### src/rtl/video_pattern_gen.sv
// Video timing and test-pattern source for the Pocket scaler bus.
// Runs whole frames; pattern and solid colour are switched only at frame wrap.
module video_pattern_gen #(
  parameter int H_TOTAL        = 740,
  parameter int V_TOTAL        = 500,
  parameter int H_SYNC_POS     = 50,
  parameter int V_SYNC_POS     = 50,
  parameter int H_ACTIVE_START = 100,
  parameter int H_ACTIVE       = 400,
  parameter int V_ACTIVE_START = 100,
  parameter int V_ACTIVE       = 360,
  parameter int COUNT_W        = 12,
  parameter int CHECKER_LOG2   = 4
) (
  input  logic               rgb_clock,
  input  logic               reset_n,
  input  logic               enable,
  input  logic [1:0]         mode_req,
  input  logic [23:0]        solid_rgb,
  output logic [1:0]         mode_active,
  output logic [23:0]        rgb,
  output logic               de,
  output logic               skip,
  output logic               vs,
  output logic               hs,
  output logic [COUNT_W-1:0] x,
  output logic [COUNT_W-1:0] y,
  output logic [15:0]        frame_count
);

  localparam int HA_END = H_ACTIVE_START + H_ACTIVE;
  localparam int VA_END = V_ACTIVE_START + V_ACTIVE;
  localparam int CW1    = COUNT_W + 1;

  localparam logic [COUNT_W-1:0] H_LAST = COUNT_W'(H_TOTAL - 1);
  localparam logic [COUNT_W-1:0] V_LAST = COUNT_W'(V_TOTAL - 1);
  localparam logic [COUNT_W-1:0] HS_POS = COUNT_W'(H_SYNC_POS);
  localparam logic [COUNT_W-1:0] VS_POS = COUNT_W'(V_SYNC_POS);
  localparam logic [COUNT_W-1:0] HA_S   = COUNT_W'(H_ACTIVE_START);
  localparam logic [COUNT_W-1:0] VA_S   = COUNT_W'(V_ACTIVE_START);
  localparam logic [CW1-1:0]     HA_E   = CW1'(HA_END);
  localparam logic [CW1-1:0]     VA_E   = CW1'(VA_END);
  localparam logic [COUNT_W-1:0] BAR_W  = COUNT_W'(H_ACTIVE / 8);
  localparam logic [COUNT_W-1:0] BAR_MX = COUNT_W'(7);

  // Parameter sanity checks at elaboration
  if (HA_END > H_TOTAL) begin : g_bad_h_window
    $fatal(1, "active window exceeds H_TOTAL");
  end
  if (VA_END > V_TOTAL) begin : g_bad_v_window
    $fatal(1, "active window exceeds V_TOTAL");
  end
  if (H_SYNC_POS >= H_TOTAL) begin : g_bad_hs
    $fatal(1, "H_SYNC_POS must be below H_TOTAL");
  end
  if (V_SYNC_POS >= V_TOTAL) begin : g_bad_vs
    $fatal(1, "V_SYNC_POS must be below V_TOTAL");
  end
  if (H_TOTAL > (1 << COUNT_W)) begin : g_bad_hw
    $fatal(1, "H_TOTAL does not fit COUNT_W");
  end
  if (V_TOTAL > (1 << COUNT_W)) begin : g_bad_vw
    $fatal(1, "V_TOTAL does not fit COUNT_W");
  end
  if (H_ACTIVE < 8) begin : g_bad_ha
    $fatal(1, "H_ACTIVE must be at least 8");
  end
  if (CHECKER_LOG2 >= COUNT_W) begin : g_bad_chk
    $fatal(1, "CHECKER_LOG2 must be below COUNT_W");
  end

  typedef enum logic {
    IDLE,
    RUN
  } state_t;

  state_t state_q, state_d;

  logic [COUNT_W-1:0] hcount_q, hcount_d;
  logic [COUNT_W-1:0] vcount_q, vcount_d;
  logic [1:0]         mode_q, mode_d;
  logic [23:0]        solid_q, solid_d;
  logic [15:0]        frame_q, frame_d;
  logic [23:0]        grad_q, grad_d;

  logic [23:0]        rgb_q, rgb_d;
  logic               de_q, de_d;
  logic               hs_q, hs_d;
  logic               vs_q, vs_d;
  logic [COUNT_W-1:0] x_q, x_d;
  logic [COUNT_W-1:0] y_q, y_d;

  logic               run;
  logic               frame_wrap;
  logic               h_act;
  logic               v_act;
  logic               act;
  logic [COUNT_W-1:0] xo;
  logic [COUNT_W-1:0] yo;
  logic [COUNT_W-1:0] bar_idx;
  logic [2:0]         bar_sel;
  logic [23:0]        grad_cur;

  function automatic logic [23:0] grad_step(input logic [23:0] c);
    logic [23:0] n;
    n = c;
    if (c[23:16] < 8'd254) begin
      n[23:16] = c[23:16] + 8'd2;
    end else if (c[15:8] < 8'd254) begin
      n[15:8] = c[15:8] + 8'd2;
    end else if (c[7:0] < 8'd254) begin
      n[7:0] = c[7:0] + 8'd2;
    end
    return n;
  endfunction

  function automatic logic [23:0] bar_rgb(input logic [2:0] b);
    logic [23:0] c;
    case (b)
      3'd0:    c = 24'hFFFFFF;
      3'd1:    c = 24'hFFFF00;
      3'd2:    c = 24'h00FFFF;
      3'd3:    c = 24'h00FF00;
      3'd4:    c = 24'hFF00FF;
      3'd5:    c = 24'hFF0000;
      3'd6:    c = 24'h0000FF;
      default: c = 24'h000000;
    endcase
    return c;
  endfunction

  assign run        = (state_q == RUN);
  assign frame_wrap = run && (hcount_q == H_LAST) && (vcount_q == V_LAST);

  assign h_act = (hcount_q >= HA_S) && ({1'b0, hcount_q} < HA_E);
  assign v_act = (vcount_q >= VA_S) && ({1'b0, vcount_q} < VA_E);
  assign act   = run && h_act && v_act;
  assign xo    = hcount_q - HA_S;
  assign yo    = vcount_q - VA_S;

  assign bar_idx  = xo / BAR_W;
  assign bar_sel  = (bar_idx > BAR_MX) ? 3'd7 : bar_idx[2:0];
  assign grad_cur = (hcount_q == HA_S) ? 24'h0 : grad_q;

  // Sequencer: idle/run state, raster counters, frame-boundary latching
  always_comb begin
    state_d  = state_q;
    hcount_d = hcount_q;
    vcount_d = vcount_q;
    mode_d   = mode_q;
    solid_d  = solid_q;
    frame_d  = frame_q;
    unique case (state_q)
      IDLE: begin
        hcount_d = '0;
        vcount_d = '0;
        if (enable) begin
          state_d = RUN;
          mode_d  = mode_req;
          solid_d = solid_rgb;
        end
      end
      RUN: begin
        if (hcount_q == H_LAST) begin
          hcount_d = '0;
          if (vcount_q == V_LAST) begin
            vcount_d = '0;
          end else begin
            vcount_d = vcount_q + 1'b1;
          end
        end else begin
          hcount_d = hcount_q + 1'b1;
        end
        if (frame_wrap) begin
          frame_d = frame_q + 16'd1;
          mode_d  = mode_req;
          solid_d = solid_rgb;
          if (!enable) begin
            state_d = IDLE;
          end
        end
      end
      default: state_d = IDLE;
    endcase
  end

  // Video outputs for the current counter position, one clock later
  always_comb begin
    rgb_d  = 24'h0;
    grad_d = grad_q;
    de_d   = act;
    hs_d   = run && (hcount_q == HS_POS);
    vs_d   = run && (vcount_q == VS_POS) && (hcount_q == '0);
    x_d    = act ? xo : '0;
    y_d    = act ? yo : '0;
    if (act) begin
      grad_d = grad_step(grad_cur);
      unique case (mode_q)
        2'd0: rgb_d = grad_cur;
        2'd1: rgb_d = bar_rgb(bar_sel);
        2'd2: rgb_d = (xo[CHECKER_LOG2] ^ yo[CHECKER_LOG2]) ?
                      24'hFFFFFF : 24'h000000;
        2'd3: rgb_d = solid_q;
      endcase
    end
  end

  // State and output registers
  always_ff @(posedge rgb_clock or negedge reset_n) begin
    if (!reset_n) begin
      state_q  <= IDLE;
      hcount_q <= '0;
      vcount_q <= '0;
      mode_q   <= 2'd0;
      solid_q  <= 24'h0;
      frame_q  <= 16'd0;
      grad_q   <= 24'h0;
      rgb_q    <= 24'h0;
      de_q     <= 1'b0;
      hs_q     <= 1'b0;
      vs_q     <= 1'b0;
      x_q      <= '0;
      y_q      <= '0;
    end else begin
      state_q  <= state_d;
      hcount_q <= hcount_d;
      vcount_q <= vcount_d;
      mode_q   <= mode_d;
      solid_q  <= solid_d;
      frame_q  <= frame_d;
      grad_q   <= grad_d;
      rgb_q    <= rgb_d;
      de_q     <= de_d;
      hs_q     <= hs_d;
      vs_q     <= vs_d;
      x_q      <= x_d;
      y_q      <= y_d;
    end
  end

  assign mode_active = mode_q;
  assign rgb         = rgb_q;
  assign de          = de_q;
  assign skip        = 1'b0;
  assign vs          = vs_q;
  assign hs          = hs_q;
  assign x           = x_q;
  assign y           = y_q;
  assign frame_count = frame_q;

endmodule

### config.mk
export PLATFORM = sky130hd
export DESIGN_NAME = video_pattern_gen
export DESIGN_NICKNAME = d
export VERILOG_FILES = /design/src/rtl/video_pattern_gen.sv
export SDC_FILE = /design/constraint.sdc
export NUM_CORES = 1
export LEC_CHECK = 0
export ABC_AREA = 0
export BUFFER_PORTS_ARGS = -buffer_cell sky130_fd_sc_hd__buf_2
export CAP_MARGIN = 20
export CORE_MARGIN = 2
export CORE_UTILIZATION = 59
export CTS_CLUSTER_SIZE = 24
export DETAILED_ROUTE_END_ITERATION = 8
export PLACE_DENSITY = 0.84
export SYNTH_ARGS = -nofsm -noshare
export SYNTH_HDL_FRONTEND = slang
export SYNTH_SLANG_ARGS = --single-unit
### constraint.sdc
create_clock -name rgb_clock -period 6.6 [get_ports rgb_clock]
set_input_delay 0.99 -clock rgb_clock [delete_from_list [all_inputs] [get_ports rgb_clock]]
set_output_delay 0.99 -clock rgb_clock [all_outputs]
set_load 0.1 [all_outputs]
After elaboration in Yosys (flattened, before gate mapping)
Index checks and enable logic that the tools add are counted.
- $add $sub $neg: 8
- div/mod/pow operators: 1
- order comparisons: 8
- equal/unequal tests: 17
- multiplexer cells: 27
- bitwise operators: 2
- reduce and logical (&&, ||, !) cells: 14
- operator list (kind ; number):
    case mux 24 bit (7 select lines) ; 1
    two-way mux 24 bit ; 5
    case mux 24 bit (4 select lines) ; 1
    two-way mux 12 bit ; 5
    case mux 12 bit (2 select lines) ; 2
    case mux 24 bit (2 select lines) ; 1
    two-way mux 8 bit ; 4
    adder 12 x 1 -> 12 bit, second input constant ; 2
    adder 8 x 2 -> 8 bit, second input constant ; 3
    equality test 12 x 6 -> 1 bit, second input constant ; 2
    >= comparator 12 x 7 -> 1 bit, second input constant ; 2
    less-than comparator 12 x 9 -> 1 bit, second input constant ; 2
    less-than comparator 8 bit, second input constant ; 3
    subtractor 12 x 7 -> 12 bit, second input constant ; 2
    adder 16 x 1 -> 16 bit, second input constant ; 1
    two-way mux 16 bit ; 1
    divider 12 x 6 -> 12 bit, second input constant ; 1
    equality test 12 x 10 -> 1 bit, second input constant ; 1
    equality test 12 x 7 -> 1 bit, second input constant ; 1
    equality test 12 x 9 -> 1 bit, second input constant ; 1
    > comparator 12 x 3 -> 1 bit, second input constant ; 1
    logical NOT 12 bit ; 1
    equality test 3 bit, second input constant ; 3
    logical AND 1 bit ; 9
    16 further kinds ; 22
- register bits after elaboration: 142
- input port bits: 29
- output and inout bits: 70
- word-level logic and storage cells: 90

Longest topological paths before layout
Gate-level depths: netlist of the first run.
- depth in word-level cells: 8
- mapped depth: 22
- depth with buffers taken out: 18

Worst setup path after synthesis of the first run
OpenSTA, ideal clock, no wires.
- path kind: reg-to-reg
- from: register hcount_q[2]
- to: register rgb_q[1] (netlist: rgb[1])
- library setup time: 105 ps
- data arrival time: 5206 ps
- required time: 6495 ps
- setup slack: 1289 ps
- stages on the path, launching flop included: 21
- path buffers: 3
- clock period less this slack: 5311 ps
- cell sequence: dfrtp_1 > buf_6 > inv_1 > ha_1 > xnor2_1 > o211a_1 > xor3_1 > o22ai_2 > o221ai_4 > a221oi_4 > nor3_1 > a211oi_1 > buf_2 > o32ai_1 > or3_1 > nor3_1 > mux2i_1 > and4b_1 > clkbuf_1 > nor3_4 > a221oi_1
- cells in the longest elaborated chain, start to end: 8
- elaborated cells between the ends (all ways): 23
- those cells by class: add/sub: 1; div: 1; order compare: 3; eq/ne: 7; mux: 6; bitwise: 1; reduce/logical: 4
- ends and longest elaborated chain (element ; RTL line ; text):
    start: declaration ; 79 ; logic [COUNT_W-1:0] hcount_q, hcount_d;
    start signal: assignment ; 226 ; hcount_q <= hcount_d;
    subtractor 12 x 7 -> 12 bit ; 138 ; assign xo = hcount_q - HA_S;
    divider 12 x 6 -> 12 bit ; 141 ; assign bar_idx = xo / BAR_W;
    > comparator 12 x 3 -> 1 bit ; 142 ; assign bar_sel = (bar_idx > BAR_MX) ? 3'd7 : bar_idx[2:0];
    two-way mux 3 bit ; 142 ;
    equality test 3 bit (tied with other cells) ; 119 ; case (b)
    case mux 24 bit (7 select lines) ; 119 ;
    case mux 24 bit (4 select lines) ; 198 ; unique case (mode_q)
    two-way mux 24 bit (*) ; 196 ; if (act) begin
    named net rgb_d[1] ; 86 ; logic [23:0] rgb_q, rgb_d;
    end signal: assignment ; 232 ; rgb_q <= rgb_d;
    end: declaration ; 86 ;
Mark *: on every way through the listed nets, which the timed path passes. The rest lies on a longest branch.
A chain may end at the register's enable or synchronous reset.

Worst setup path after layout of the first run
- from: register hcount_q[2]
- to: register rgb_q[3] (netlist: rgb[3])
Same word-level chain as after synthesis.

==> results.ini, run 1 <==
[run_status]
run_status = finished, final reports clean

[power]
power.share.switching = 0.2220
power_density_mw_per_mm2 = 197.2
internal_power_w = 0.001459
design_power_total_w = 0.001875
p_sw_w = 0.0004164
total_leakage_power_nw = 4.409
vdd_drop_max_mv = 0.1654
seq_power_share = 0.472
p_clk_frac = 0.492
pwr-share-comb = 0.036

[setup_path]
timing.critical_path.fanout_max = 13
cp-end-kind = flip-flop
setup.worst_path.class = flip-flop to flip-flop
critPathRequiredTime_ns = 6.92
worstReg2RegEnd = rgb[3]
reg2regPathDepth = 18
reg2reg_slack_ns = 0.50
max_incr_delay_on_cp_ns = 0.71
critical_path.cell_chain = inv_1 > ha_1 > xnor2_2 > o211a_1 > xor3_1 > o22ai_2 > o221ai_4 > a221oi_4 > o31a_1 > a211oi_1 > nor2_1 > o311ai_1 > a311o_4 > mux2_2 > o21ai_0 > a2111oi_4 > nor3_4 > o32ai_1
critical-path-slowest-cell = sky130_fd_sc_hd__a2111oi_4
crit-reg2reg-launch = hcount_q[2]
crit_arrival_ns = 6.43
timing.critical_path.buf_inv = 1
worstSetupStartpointType = flip-flop
critical_path.top_delay_family = compound AO/OA/AOI/OAI gates

[route]
drt_total_wl_um = 21190
wirelength_per_cell_um = 18.26
drtIter0Drc = 608
ant_nets = 0
detailedRoute.firstPassIterationCount = 5
vias_per_cell = 6.327
drt_drc_violations_left = 0
routed-via-count = 7339

[global_routing]
grt.met3_usage = 0.05994
top_usage_layer = met2
first_global_vias = 6813
initial_antenna_violation_count = 0
groute.layer.met1.usage = 0.4032
grt_first_pass_wirelength_um = 34090
grt_remaining_overflow = 0
grt_start_max_net_pins = 83
grtUsageMet2 = 0.4541
global_route.usage.total = 0.2910

[clock_tree]
cts_inserted_buffers = 17
clkTransAtPathRegs_ns = 0.06
clock_latency_ns = 0.44
number_of_levels_the_h_tree_was_split_into = 4
clock_tree_from_tritoncts = built
cts_setup_buffers = 0
holdBufCountCts = 0
clk_path_buf_depth = 2
ctsRootBufferMaster = sky130_fd_sc_hd__clkbuf_16
cts_num_sinks = 142

[min_path]
worst_hold_path_type = flip-flop to flip-flop
hold_depth = 1
holdCritStartpoint = hcount_q[0]
holdPathEnd = hcount_q[0]

[floorplan]
floorplan.die.height_um = 122.7
die_width_um = 122.7
io_pins = 99
die-area_mm2 = 0.01506
fp.coreArea_mm2 = 0.01383
std_cell_rows = 43
starting_density_of_the_core = 0.6012

[logic_synthesis]
synth_cell_types = 98
synth-main-ff-cell = sky130_fd_sc_hd__dfrtp_1
syn_warnings = 0
cell_count_after_synthesis = 894
synth_edf_count = 0
ys_ff_latch = 142
post_synth_instance_area_mm2 = 0.008313
synthesis.nets = 941
synth_seq_area_share = 0.4275
post_synthesis_area_per_instance_um2 = 9.299
synth_async_sr_flop_share = 1.000

[timing]
maximum_frequency_from_static_timing_analysis_mhz = 163.9
tns_ns = 0
worstMarginPinSlew_ns = 0.9331
final.setup_skew_ns = 0.01157
fin_ws_ns = 0.4970
final_count_of_pins_violating_max_slew = 0
setup_viol_count_final = 0
final_min_period_over_clock_period = 0.9247
unrepaired_setup_endpoints_after_global_routing = false
period_minus_slack_ns = 6.103
relSlewSlack = 0.3761
hold_viol_final = 0

[layout]
mostFrequentLayoutCells = sky130_fd_sc_hd__dfrtp_1 (142), sky130_fd_sc_hd__buf_2 (96), sky130_fd_sc_hd__nand2_1 (89), sky130_fd_sc_hd__nor2_1 (85), sky130_fd_sc_hd__o21ai_0 (59)
area_growth_pct = 14.42
final_common_cell = sky130_fd_sc_hd__dfrtp_1
final_layout_size_suffix_gt1_frac = 0.2071
finalNetCount = 1018
num_antenna_cells = 0

[placement]
place.gp.congestion = 0.9551
placement.setup.worst_slack_ns = 0.3112
port_buffers = 97
post-dp-hpwl_um = 14390

[flow_run]
max_cap_violations = 0

## worst register-to-register path, delay by kind of cell, from the launching register on
family	cells	cell delay (ns)
AO/OA/AOI/OAI	11	3.48
flip-flops	1	0.63
buffers and inverters	1	0.18
XOR/XNOR	2	0.63
adder cells (fa/ha/maj)	1	0.33
AND/OR/NAND/NOR	2	0.49
multiplexers	1	0.25
## cell families after synthesis
| logic type | synth area share |
|---|---|
| AND/OR/NAND/NOR | 0.2003 |
| AO/OA/AOI/OAI | 0.2118 |
| flip-flops | 0.4275 |
| buffers and inverters | 0.03672 |
| XOR/XNOR | 0.05659 |
| multiplexers | 0.03959 |
| adder cells (fa/ha/maj) | 0.02709 |
| other | 0.0004511 |
## cell type report
cell class / count / area, um^2
tap: 180 / 225.2
inverter: 24 / 90.09
fill: 1033 / 4315
clock buffer: 18 / 439.2
multi-input combinational: 677 / 4486
sequential: 142 / 3553
clock inverter: 10 / 116.4
timing repair buffer: 109 / 601.8
## state kept, by name, summed over array words and instances (netlist names), 2 cells and up
name and flops:
grad_q 24, rgb 24, solid_q 24, frame_count 16
hcount_q 12, vcount_q 12, x 12, y 12
mode_active 2
## cells in the mapped netlist (3+ instances only)
| cell type | n | share of area |
|---|---|---|
| sky130_fd_sc_hd__a211o_1 | 3 | 0.0032 |
| sky130_fd_sc_hd__a211oi_1 | 12 | 0.011 |
| sky130_fd_sc_hd__a21boi_0 | 4 | 0.0036 |
| sky130_fd_sc_hd__a21o_1 | 7 | 0.0063 |
| sky130_fd_sc_hd__a21oi_1 | 50 | 0.030 |
| sky130_fd_sc_hd__a221oi_1 | 4 | 0.0042 |
| sky130_fd_sc_hd__a2bb2oi_1 | 7 | 0.0074 |
| sky130_fd_sc_hd__a31oi_1 | 19 | 0.014 |
| sky130_fd_sc_hd__and2_1 | 14 | 0.011 |
| sky130_fd_sc_hd__and3_1 | 19 | 0.014 |
| sky130_fd_sc_hd__buf_1 | 5 | 0.0023 |
| sky130_fd_sc_hd__buf_2 | 7 | 0.0042 |
| sky130_fd_sc_hd__clkbuf_1 | 36 | 0.016 |
| sky130_fd_sc_hd__dfrtp_1 | 142 | 0.43 |
| sky130_fd_sc_hd__ha_1 | 18 | 0.027 |
| sky130_fd_sc_hd__inv_1 | 22 | 0.0099 |
| sky130_fd_sc_hd__mux2_2 | 23 | 0.031 |
| sky130_fd_sc_hd__mux2i_1 | 7 | 0.0084 |
| sky130_fd_sc_hd__nand2_1 | 89 | 0.040 |
| sky130_fd_sc_hd__nand2b_1 | 6 | 0.0045 |
| sky130_fd_sc_hd__nand3_1 | 32 | 0.019 |
| sky130_fd_sc_hd__nand3b_1 | 3 | 0.0027 |
| sky130_fd_sc_hd__nand4_1 | 18 | 0.014 |
| sky130_fd_sc_hd__nor2_1 | 85 | 0.038 |
| sky130_fd_sc_hd__nor2b_1 | 10 | 0.0075 |
| sky130_fd_sc_hd__nor3_1 | 17 | 0.010 |
| sky130_fd_sc_hd__nor3b_1 | 3 | 0.0027 |
| sky130_fd_sc_hd__nor4_1 | 8 | 0.0060 |
| sky130_fd_sc_hd__o211a_1 | 3 | 0.0036 |
| sky130_fd_sc_hd__o211ai_1 | 4 | 0.0036 |
| sky130_fd_sc_hd__o21a_1 | 3 | 0.0027 |
| sky130_fd_sc_hd__o21ai_0 | 59 | 0.036 |
| sky130_fd_sc_hd__o21ai_1 | 4 | 0.0024 |
| sky130_fd_sc_hd__o31ai_1 | 12 | 0.011 |
| sky130_fd_sc_hd__o32ai_1 | 7 | 0.0074 |
| sky130_fd_sc_hd__or2_2 | 8 | 0.0060 |
| sky130_fd_sc_hd__or3_1 | 8 | 0.0060 |
| sky130_fd_sc_hd__xnor2_1 | 32 | 0.034 |
| sky130_fd_sc_hd__xor2_1 | 14 | 0.015 |
## power by group through the flow
stage          clock network (W)  registers [W]  logic (W)
2_1_floorplan                  0       0.000902  0.0000293
3_3_place_gp                   0       0.000900  0.0000651
3_5_place_dp                   0       0.000900  0.0000664
4_1_cts                 0.000935       0.000884  0.0000665
5_1_grt                 0.000975       0.000885  0.0000752
6_report                0.000923       0.000885  0.0000674
## per-layer routing
metal	wire, um	vias up
met5	0	-
met4	420	0
met3	1766	40
met2	9908	358
met1	9090	3541
li1	-	3400
## through the flow
step	instance area [um^2]	instances	utilization	hold slack, ns
after floorplan	8313	894	-	0.4322
after global placement	8894	1130	0.6432	0.4484
after detailed placement	8901	1131	0.6437	0.4517
after CTS	9457	1159	0.6839	0.4779
after global routing	9512	1160	0.6879	0.4851
final	9512	1160	0.6879	0.4728
## worst max path at each step
| stage | slack [ns] | cells past startpoint | start | end |
|---|---|---|---|---|
| 3_5_place_dp | 0.31 | 18 | hcount_q[2] | rgb[3] |
| 6_report | 0.50 | 18 | hcount_q[2] | rgb[3] |
| 5_1_grt | 0.14 | 18 | hcount_q[2] | rgb[1] |
| 3_3_place_gp | 0.63 | 18 | hcount_q[2] | rgb[1] |
| 4_1_cts | 0.29 | 18 | hcount_q[2] | rgb[3] |
| 2_1_floorplan | 1.29 | 20 | hcount_q[2] | rgb[1] |
## timing repair
| item | 4_1_cts | 5_1_grt |
|---|---|---|
| resized for setup | 0 | 4 |
| hold endpoints to repair | 0 | 0 |
| setup endpoints to repair | 0 | 12 |
Power figures use the tool's default switching activity.
==> inputs of run 2 (changes only) <==
Settings changed: CELL_PAD_IN_SITES_DETAIL_PLACEMENT set to 1, CELL_PAD_IN_SITES_GLOBAL_PLACEMENT set to 1, CORE_UTILIZATION 59 to 45, PLACE_DENSITY 0.84 to 0.83.
==> run 2 against run 1 <==
Compared with the run above: first-iteration DRC count decreased by 8.9%; via count rose by 0.18%; final cell count grew 4.7%; worst hold slack is essentially flat.
==> results.ini, run 2 (synthesis results as in run 1) <==
[layout]
fill_cells = 2116  ; +100%
final_cell_count_no_fill = 1214  ; +4.7%
multi_input_area_mm2 = 0.004478  ; -0.17%
mostFrequentLayoutCells = sky130_fd_sc_hd__dfrtp_1 (142), sky130_fd_sc_hd__buf_2 (96), sky130_fd_sc_hd__nand2_1 (89), sky130_fd_sc_hd__nor2_1 (85), sky130_fd_sc_hd__o21ai_0 (59)
num_antenna_cells = 0  ; unchanged
final_layout_size_suffix_gt1_frac = 0.2081  ; +0.0009790
final_common_cell = sky130_fd_sc_hd__dfrtp_1
area_growth_pct = 15.07
finish.instance_area_mm2 = 0.009565  ; +0.57%
register_area_mm2 = 0.003553  ; unchanged
finalNetCount = 1019  ; +0.098%

[route]
vias_per_cell = 6.056  ; -4.3%
drt_total_wl_um = 24500  ; +16%
ant_nets = 0  ; unchanged
routed-via-count = 7352  ; +0.18%
wirelength_per_cell_um = 20.18  ; +11%
drtIter0Drc = 554  ; -8.9%
detailedRoute.firstPassIterationCount = 4  ; -1
drt_drc_violations_left = 0  ; unchanged

[timing]
maximum_frequency_from_static_timing_analysis_mhz = 162.4  ; -0.91%
final_count_of_pins_violating_max_slew = 0  ; unchanged
final.setup_skew_ns = 0.009699  ; -0.001868 ns
finalHoldWorstSlack_ns = 0.4733  ; +0.0004420 ns
relSlewSlack = 0.2778  ; -0.09827
final_min_period_over_clock_period = 0.9332  ; +0.008472
unrepaired_setup_endpoints_after_global_routing = false
setup_viol_count_final = 0  ; unchanged
hold_viol_final = 0  ; unchanged
tns_ns = 0  ; unchanged
period_minus_slack_ns = 6.159  ; +0.05591 ns
fin_ws_ns = 0.4411  ; -0.05591 ns
worstMarginPinSlew_ns = 1.080  ; +0.1470 ns

[clock_tree]
clk_path_buf_depth = 2  ; unchanged
clock_latency_ns = 0.43  ; about the same
number_of_levels_the_h_tree_was_split_into = 4  ; unchanged
cts_inserted_buffers = 17  ; unchanged
ctsRootBufferMaster = sky130_fd_sc_hd__clkbuf_16
clkTransAtPathRegs_ns = 0.06  ; about the same
clock_tree_from_tritoncts = built
cts_num_sinks = 142  ; unchanged

[floorplan]
die_width_um = 139.9  ; +14%
fp.coreArea_mm2 = 0.01802  ; +30%
die-area_mm2 = 0.01958  ; +30%
starting_density_of_the_core = 0.4612  ; -0.1400
io_pins = 99  ; unchanged
floorplan.die.height_um = 139.9  ; +14%
std_cell_rows = 49  ; +14%

[setup_path]
setup.worst_path.class = flip-flop to flip-flop
critical-path-slowest-cell = sky130_fd_sc_hd__dfrtp_1
cp-end-kind = flip-flop
critPathRequiredTime_ns = 6.88  ; -0.04 ns
worstSetupStartpointType = flip-flop
critical_path.cell_chain = inv_1 > ha_1 > nor2b_1 > nor3b_1 > nor2_1 > or3_1 > a32oi_1 > a221oi_4 > o31a_1 > o211a_1 > nor2_1 > o311ai_1 > a311o_4 > or3_1 > a211oi_1 > a2111oi_4 > buf_4 > buf_4 > a211oi_1 > o32ai_1
max_incr_delay_on_cp_ns = 0.66  ; -0.05 ns
timing.critical_path.fanout_max = 13  ; unchanged
crit_arrival_ns = 6.44  ; about the same

[power]
power_density_mw_per_mm2 = 197.8  ; +0.34%
total_leakage_power_nw = 4.396  ; -0.30%
vdd_drop_max_mv = 0.1975  ; +19%

[placement]
place.gp.congestion = 0.8921  ; -6.6%
cell_area_after_placement_mm2 = 0.008962  ; +0.69%
port_buffers = 97  ; unchanged
place.detailed.instances = 1180  ; +4.3%
post-dp-hpwl_um = 16810  ; +17%
placement.setup.worst_slack_ns = 0.3619  ; +0.05068 ns

[global_routing]
global_route.usage.total = 0.2529  ; -0.03808
first_global_vias = 7406  ; +8.7%
grt_remaining_overflow = 0  ; unchanged
grt_first_pass_wirelength_um = 39890  ; +17%
initial_antenna_violation_count = 0  ; unchanged
grt_start_max_net_pins = 86  ; +3.6%

[flow_run]
max_cap_violations = 0  ; unchanged

[min_path]
worst_hold_path_type = flip-flop to flip-flop

[run_status]
run_status = finished, final reports clean

-- run 2: cell types whose count changed in the layout (fill, tap and decap cells not counted), sizes merged --
cell      delta
buf          +1
inv          +1
clkinvlp     +2
clkinv       -1
bufinv       -1
clkbuf       +3
-- run 2: metrics by stage --
step           power [W]  utilization
2_1_floorplan  0.0009316            -
3_3_place_gp   0.0009673       0.4968
3_5_place_dp   0.0009694       0.4972
4_1_cts         0.001905       0.5287
5_1_grt         0.001948       0.5307
6_report        0.001892       0.5307
-- run 2: worst max-delay path: cells and delay by family (launching register included) --
family / cells / cell delay [ns]
simple gates: 6 / 2.00
fa+ha+maj: 1 / 0.34
compound gates: 10 / 2.49
buf+inv: 3 / 0.49
flops: 1 / 0.66
-- run 2: metal layers --
metal,GRT usage,wire (um),up-vias
met5,0,0,-
met4,0.07895,498,0
met3,0.03795,960,33
met2,0.4049,11690,198
met1,0.3564,11350,3733
li1,-,-,3388
-- run 2: layout make-up --
type	instances	area share
Tap cell	229	0.02995
Timing Repair Buffer	110	0.06161
Inverter	24	0.009418
Sequential cell	142	0.3715
Clock inverter	11	0.01125
Clock buffer	21	0.04814
Multi-Input combinational cell	677	0.4681
-- run 2: final timing paths --
check | from | to | slack [ns] | cells past startpoint
min reg2reg | frame_count[15] | frame_count[15] | 0.47 | 1
max in group asynchronous | reset_n | grad_q[20] | 4.69 | 2
min | frame_count[15] | frame_count[15] | 0.47 | 1
min in group asynchronous | reset_n | y[7] | 0.62 | 1
max | hcount_q[2] | rgb[3] | 0.44 | 20
max reg2reg | hcount_q[2] | rgb[3] | 0.44 | 20
-- run 2: timing repair --
item / in CTS / in global routing
hold buffers: 0 / 0
setup endpoints to repair: 0 / 16
buffers inserted: 0 / 2
resized for setup: 0 / 3
endpoints found under the hold margin: 0 / 0
-- run 2: power breakdown --
part	leakage [nW]	total [W]	internal [W]	switching [W]
combinational	2.22	0.0000677	0.0000215	0.0000462
sequential	1.90	0.000885	0.000879	0.00000607
clock	0.268	0.000940	0.000542	0.000398
total	4.40	0.00189	0.00144	0.000450
==> inputs of run 3 (changes only) <==
Settings changed: GPL_TIMING_DRIVEN set to 0, PLACE_DENSITY 0.83 to not set, PLACE_DENSITY_LB_ADDON set to 0.12.
==> run 3 against run 2 <==
Compared with the run above: count of clock-buffer cells in the layout shrank 4; clock skew up 0.0019 ns; final area rose by 2.3%; via count rose by 1.3%; largest cell class unchanged.
==> results.ini, run 3 (synthesis results as in run 1) <==
[run_status]
run_status = finished, final reports clean

[timing]
maximum_frequency_from_static_timing_analysis_mhz = 164.7  ; +1.4%
final_count_of_pins_violating_max_slew = 0  ; unchanged
tns_ns = 0  ; unchanged
period_minus_slack_ns = 6.073  ; -0.08618 ns
worstMarginPinSlew_ns = 0.8671  ; -0.2130 ns
fin_ws_ns = 0.5273  ; +0.08618 ns
final_min_period_over_clock_period = 0.9201  ; -0.01306
relSlewSlack = 0.4175  ; +0.1397
setup_viol_count_final = 0  ; unchanged
final.setup_skew_ns = 0.01164  ; +0.001939 ns
unrepaired_setup_endpoints_after_global_routing = false
hold_viol_final = 0  ; unchanged

[power]
total_leakage_power_nw = 4.479  ; +1.9%
power.share.switching = 0.2458  ; +0.008149
p_sw_w = 0.0004795  ; +6.6%
pwr-share-comb = 0.037  ; about the same
design_power_total_w = 0.001950  ; +3.1%
p_clk_frac = 0.510  ; +0.013
seq_power_share = 0.453  ; -0.015
internal_power_w = 0.001471  ; +2.0%
power_density_mw_per_mm2 = 199.4  ; +0.79%
vdd_drop_max_mv = 0.1590  ; -19%

[floorplan]
die-area_mm2 = 0.01958  ; unchanged
std_cell_rows = 49  ; unchanged
die_width_um = 139.9  ; unchanged
fp.coreArea_mm2 = 0.01802  ; unchanged
io_pins = 99  ; unchanged
starting_density_of_the_core = 0.4612  ; unchanged
floorplan.die.height_um = 139.9  ; unchanged

[clock_tree]
cts_inserted_buffers = 17  ; unchanged
clock_latency_ns = 0.44  ; about the same
clkTransAtPathRegs_ns = 0.07  ; about the same
clock_tree_from_tritoncts = built
ctsRootBufferMaster = sky130_fd_sc_hd__clkbuf_16
number_of_levels_the_h_tree_was_split_into = 4  ; unchanged
cts_num_sinks = 142  ; unchanged
clk_path_buf_depth = 2  ; unchanged

[global_routing]
grt_first_pass_wirelength_um = 41570  ; +4.2%
global_route.usage.total = 0.2682  ; +0.01533
first_global_vias = 7598  ; +2.6%
grt_remaining_overflow = 0  ; unchanged
initial_antenna_violation_count = 0  ; unchanged
grt_start_max_net_pins = 73  ; -15%

[placement]
place.detailed.instances = 1222  ; +3.6%
place.gp.congestion = 0.8791  ; -1.5%
cell_area_after_placement_mm2 = 0.009126  ; +1.8%
port_buffers = 97  ; unchanged
post-dp-hpwl_um = 18290  ; +8.8%
placement.setup.worst_slack_ns = 0.01037  ; -0.3515 ns

[flow_run]
max_cap_violations = 0  ; unchanged

[min_path]
worst_hold_path_type = flip-flop to flip-flop
holdCritStartpoint = frame_count[15]

[route]
dr.max_layer_used = met4
ant_nets = 0  ; unchanged
vias_per_cell = 5.937  ; -2.0%
detailroute.wirelength.met3_um = 1178  ; +23%
wl_met2_um = 11860  ; +1.4%
drt_drc_violations_left = 0  ; unchanged
wl_met1_um = 12130  ; +6.8%
wirelength_per_cell_um = 20.44  ; +1.3%
detailedRoute.firstPassIterationCount = 4  ; unchanged
drtIter0Drc = 412  ; -26%
routed-via-count = 7451  ; +1.3%
drt_total_wl_um = 25650  ; +4.7%

[layout]
area_growth_pct = 17.67
finish.instance_area_mm2 = 0.009782  ; +2.3%
final_layout_size_suffix_gt1_frac = 0.2057  ; -0.002469
final_cell_count_no_fill = 1255  ; +3.4%
finalNetCount = 1060  ; +4.0%
final_common_cell = sky130_fd_sc_hd__dfrtp_1
mostFrequentLayoutCells = sky130_fd_sc_hd__dfrtp_1 (142), sky130_fd_sc_hd__buf_2 (103), sky130_fd_sc_hd__nand2_1 (89), sky130_fd_sc_hd__nor2_1 (84), sky130_fd_sc_hd__o21ai_0 (59)
num_antenna_cells = 0  ; unchanged

[setup_path]
worstSetupStartpointType = flip-flop
crit-reg2reg-launch = hcount_q[2]
timing.critical_path.fanout_max = 10  ; -3
worstSetupStartpoint = hcount_q[2]
crit_arrival_ns = 6.33  ; -0.11 ns
critPathRequiredTime_ns = 6.86  ; -0.02 ns
cp-end-kind = flip-flop
setup.worst_path.class = flip-flop to flip-flop
reg2reg_slack_ns = 0.53  ; +0.09 ns

-- run 3: changes by cell type in the layout (fill, tap and decap cells not counted), moves of 2 or more --
cell / before / now
sky130_fd_sc_hd__buf_1: 0 / 5
sky130_fd_sc_hd__buf_2: 96 / 103
sky130_fd_sc_hd__buf_4: 13 / 5
sky130_fd_sc_hd__clkbuf_1: 2 / 35
sky130_fd_sc_hd__clkbuf_8: 2 / 0
sky130_fd_sc_hd__clkinvlp_4: 4 / 2
sky130_fd_sc_hd__inv_6: 2 / 5
-- run 3: cell type report --
class / instances / area [um^2]
flip-flops and latches: 142 / 3553
repair buffers: 101 / 541.8
fillers: 2131 / 8243
plain buffers: 50 / 211.5
inverters: 24 / 90.09
well taps: 229 / 286.5
clock buffers: 17 / 425.4
multi-input cells: 677 / 4497
clock inverters: 15 / 176.4
-- run 3: worst max-delay path, cell delays in order (launching register included) --
cell and delay [ns]:
sky130_fd_sc_hd__dfrtp_1 0.43, sky130_fd_sc_hd__buf_6 0.17, sky130_fd_sc_hd__inv_1 0.12, sky130_fd_sc_hd__ha_2 0.32
sky130_fd_sc_hd__nand2b_2 0.18, sky130_fd_sc_hd__a21oi_1 0.35, sky130_fd_sc_hd__xnor2_1 0.38, sky130_fd_sc_hd__nand2_1 0.19
sky130_fd_sc_hd__o221ai_4 0.36, sky130_fd_sc_hd__o221ai_1 0.28, sky130_fd_sc_hd__a21o_1 0.27, sky130_fd_sc_hd__a31oi_1 0.46
sky130_fd_sc_hd__clkbuf_1 0.35, sky130_fd_sc_hd__or2_2 0.24, sky130_fd_sc_hd__a211oi_1 0.06, sky130_fd_sc_hd__nor3_1 0.33
sky130_fd_sc_hd__mux2i_1 0.41, sky130_fd_sc_hd__and3b_1 0.24, sky130_fd_sc_hd__or2_1 0.11, sky130_fd_sc_hd__clkbuf_1 0.40
sky130_fd_sc_hd__a31oi_1 0.24
-- run 3: per-layer routing --
layer | up-vias | track usage
met4 | 0 | 0.07526
li1 | 3470 | -
met5 | - | 0
met2 | 197 | 0.4280
met3 | 39 | 0.04786
met1 | 3745 | 0.3777
-- run 3: path summary, 6_finish.rpt --
| kind | endpoint | cells past startpoint |
|---|---|---|
| min in group asynchronous | x[5] | 1 |
| max in group asynchronous | vcount_q[8] | 2 |
| min reg2reg | frame_count[15] | 1 |
| max | rgb[21] | 20 |
| min | frame_count[15] | 1 |
| max reg2reg | rgb[21] | 20 |
-- run 3: power groups by stage --
stage,Sequential (W),Clock (W),Combinational [W]
2_1_floorplan,0.000902,0,0.0000293
3_3_place_gp,0.000899,0,0.0000683
3_5_place_dp,0.000899,0,0.0000726
4_1_cts,0.000883,0.00101,0.0000735
5_1_grt,0.000884,0.00105,0.0000803
6_report,0.000883,0.000995,0.0000720
-- run 3: repair_timing --
action	CTS	global route
buffers inserted	0	2
hold buffers	0	0
cloned	0	0
setup endpoints to repair	7	16
resized for setup	2	6
pin swaps	0	1
-- run 3: per-stage QoR --
stage,util,hold WS [ns]
after CTS,0.5405,0.4693
after detailed placement,0.5063,0.4610
after global routing,0.5427,0.4798
after floorplan,-,0.4322
final,0.5427,0.4737
after global placement,0.5040,0.4479
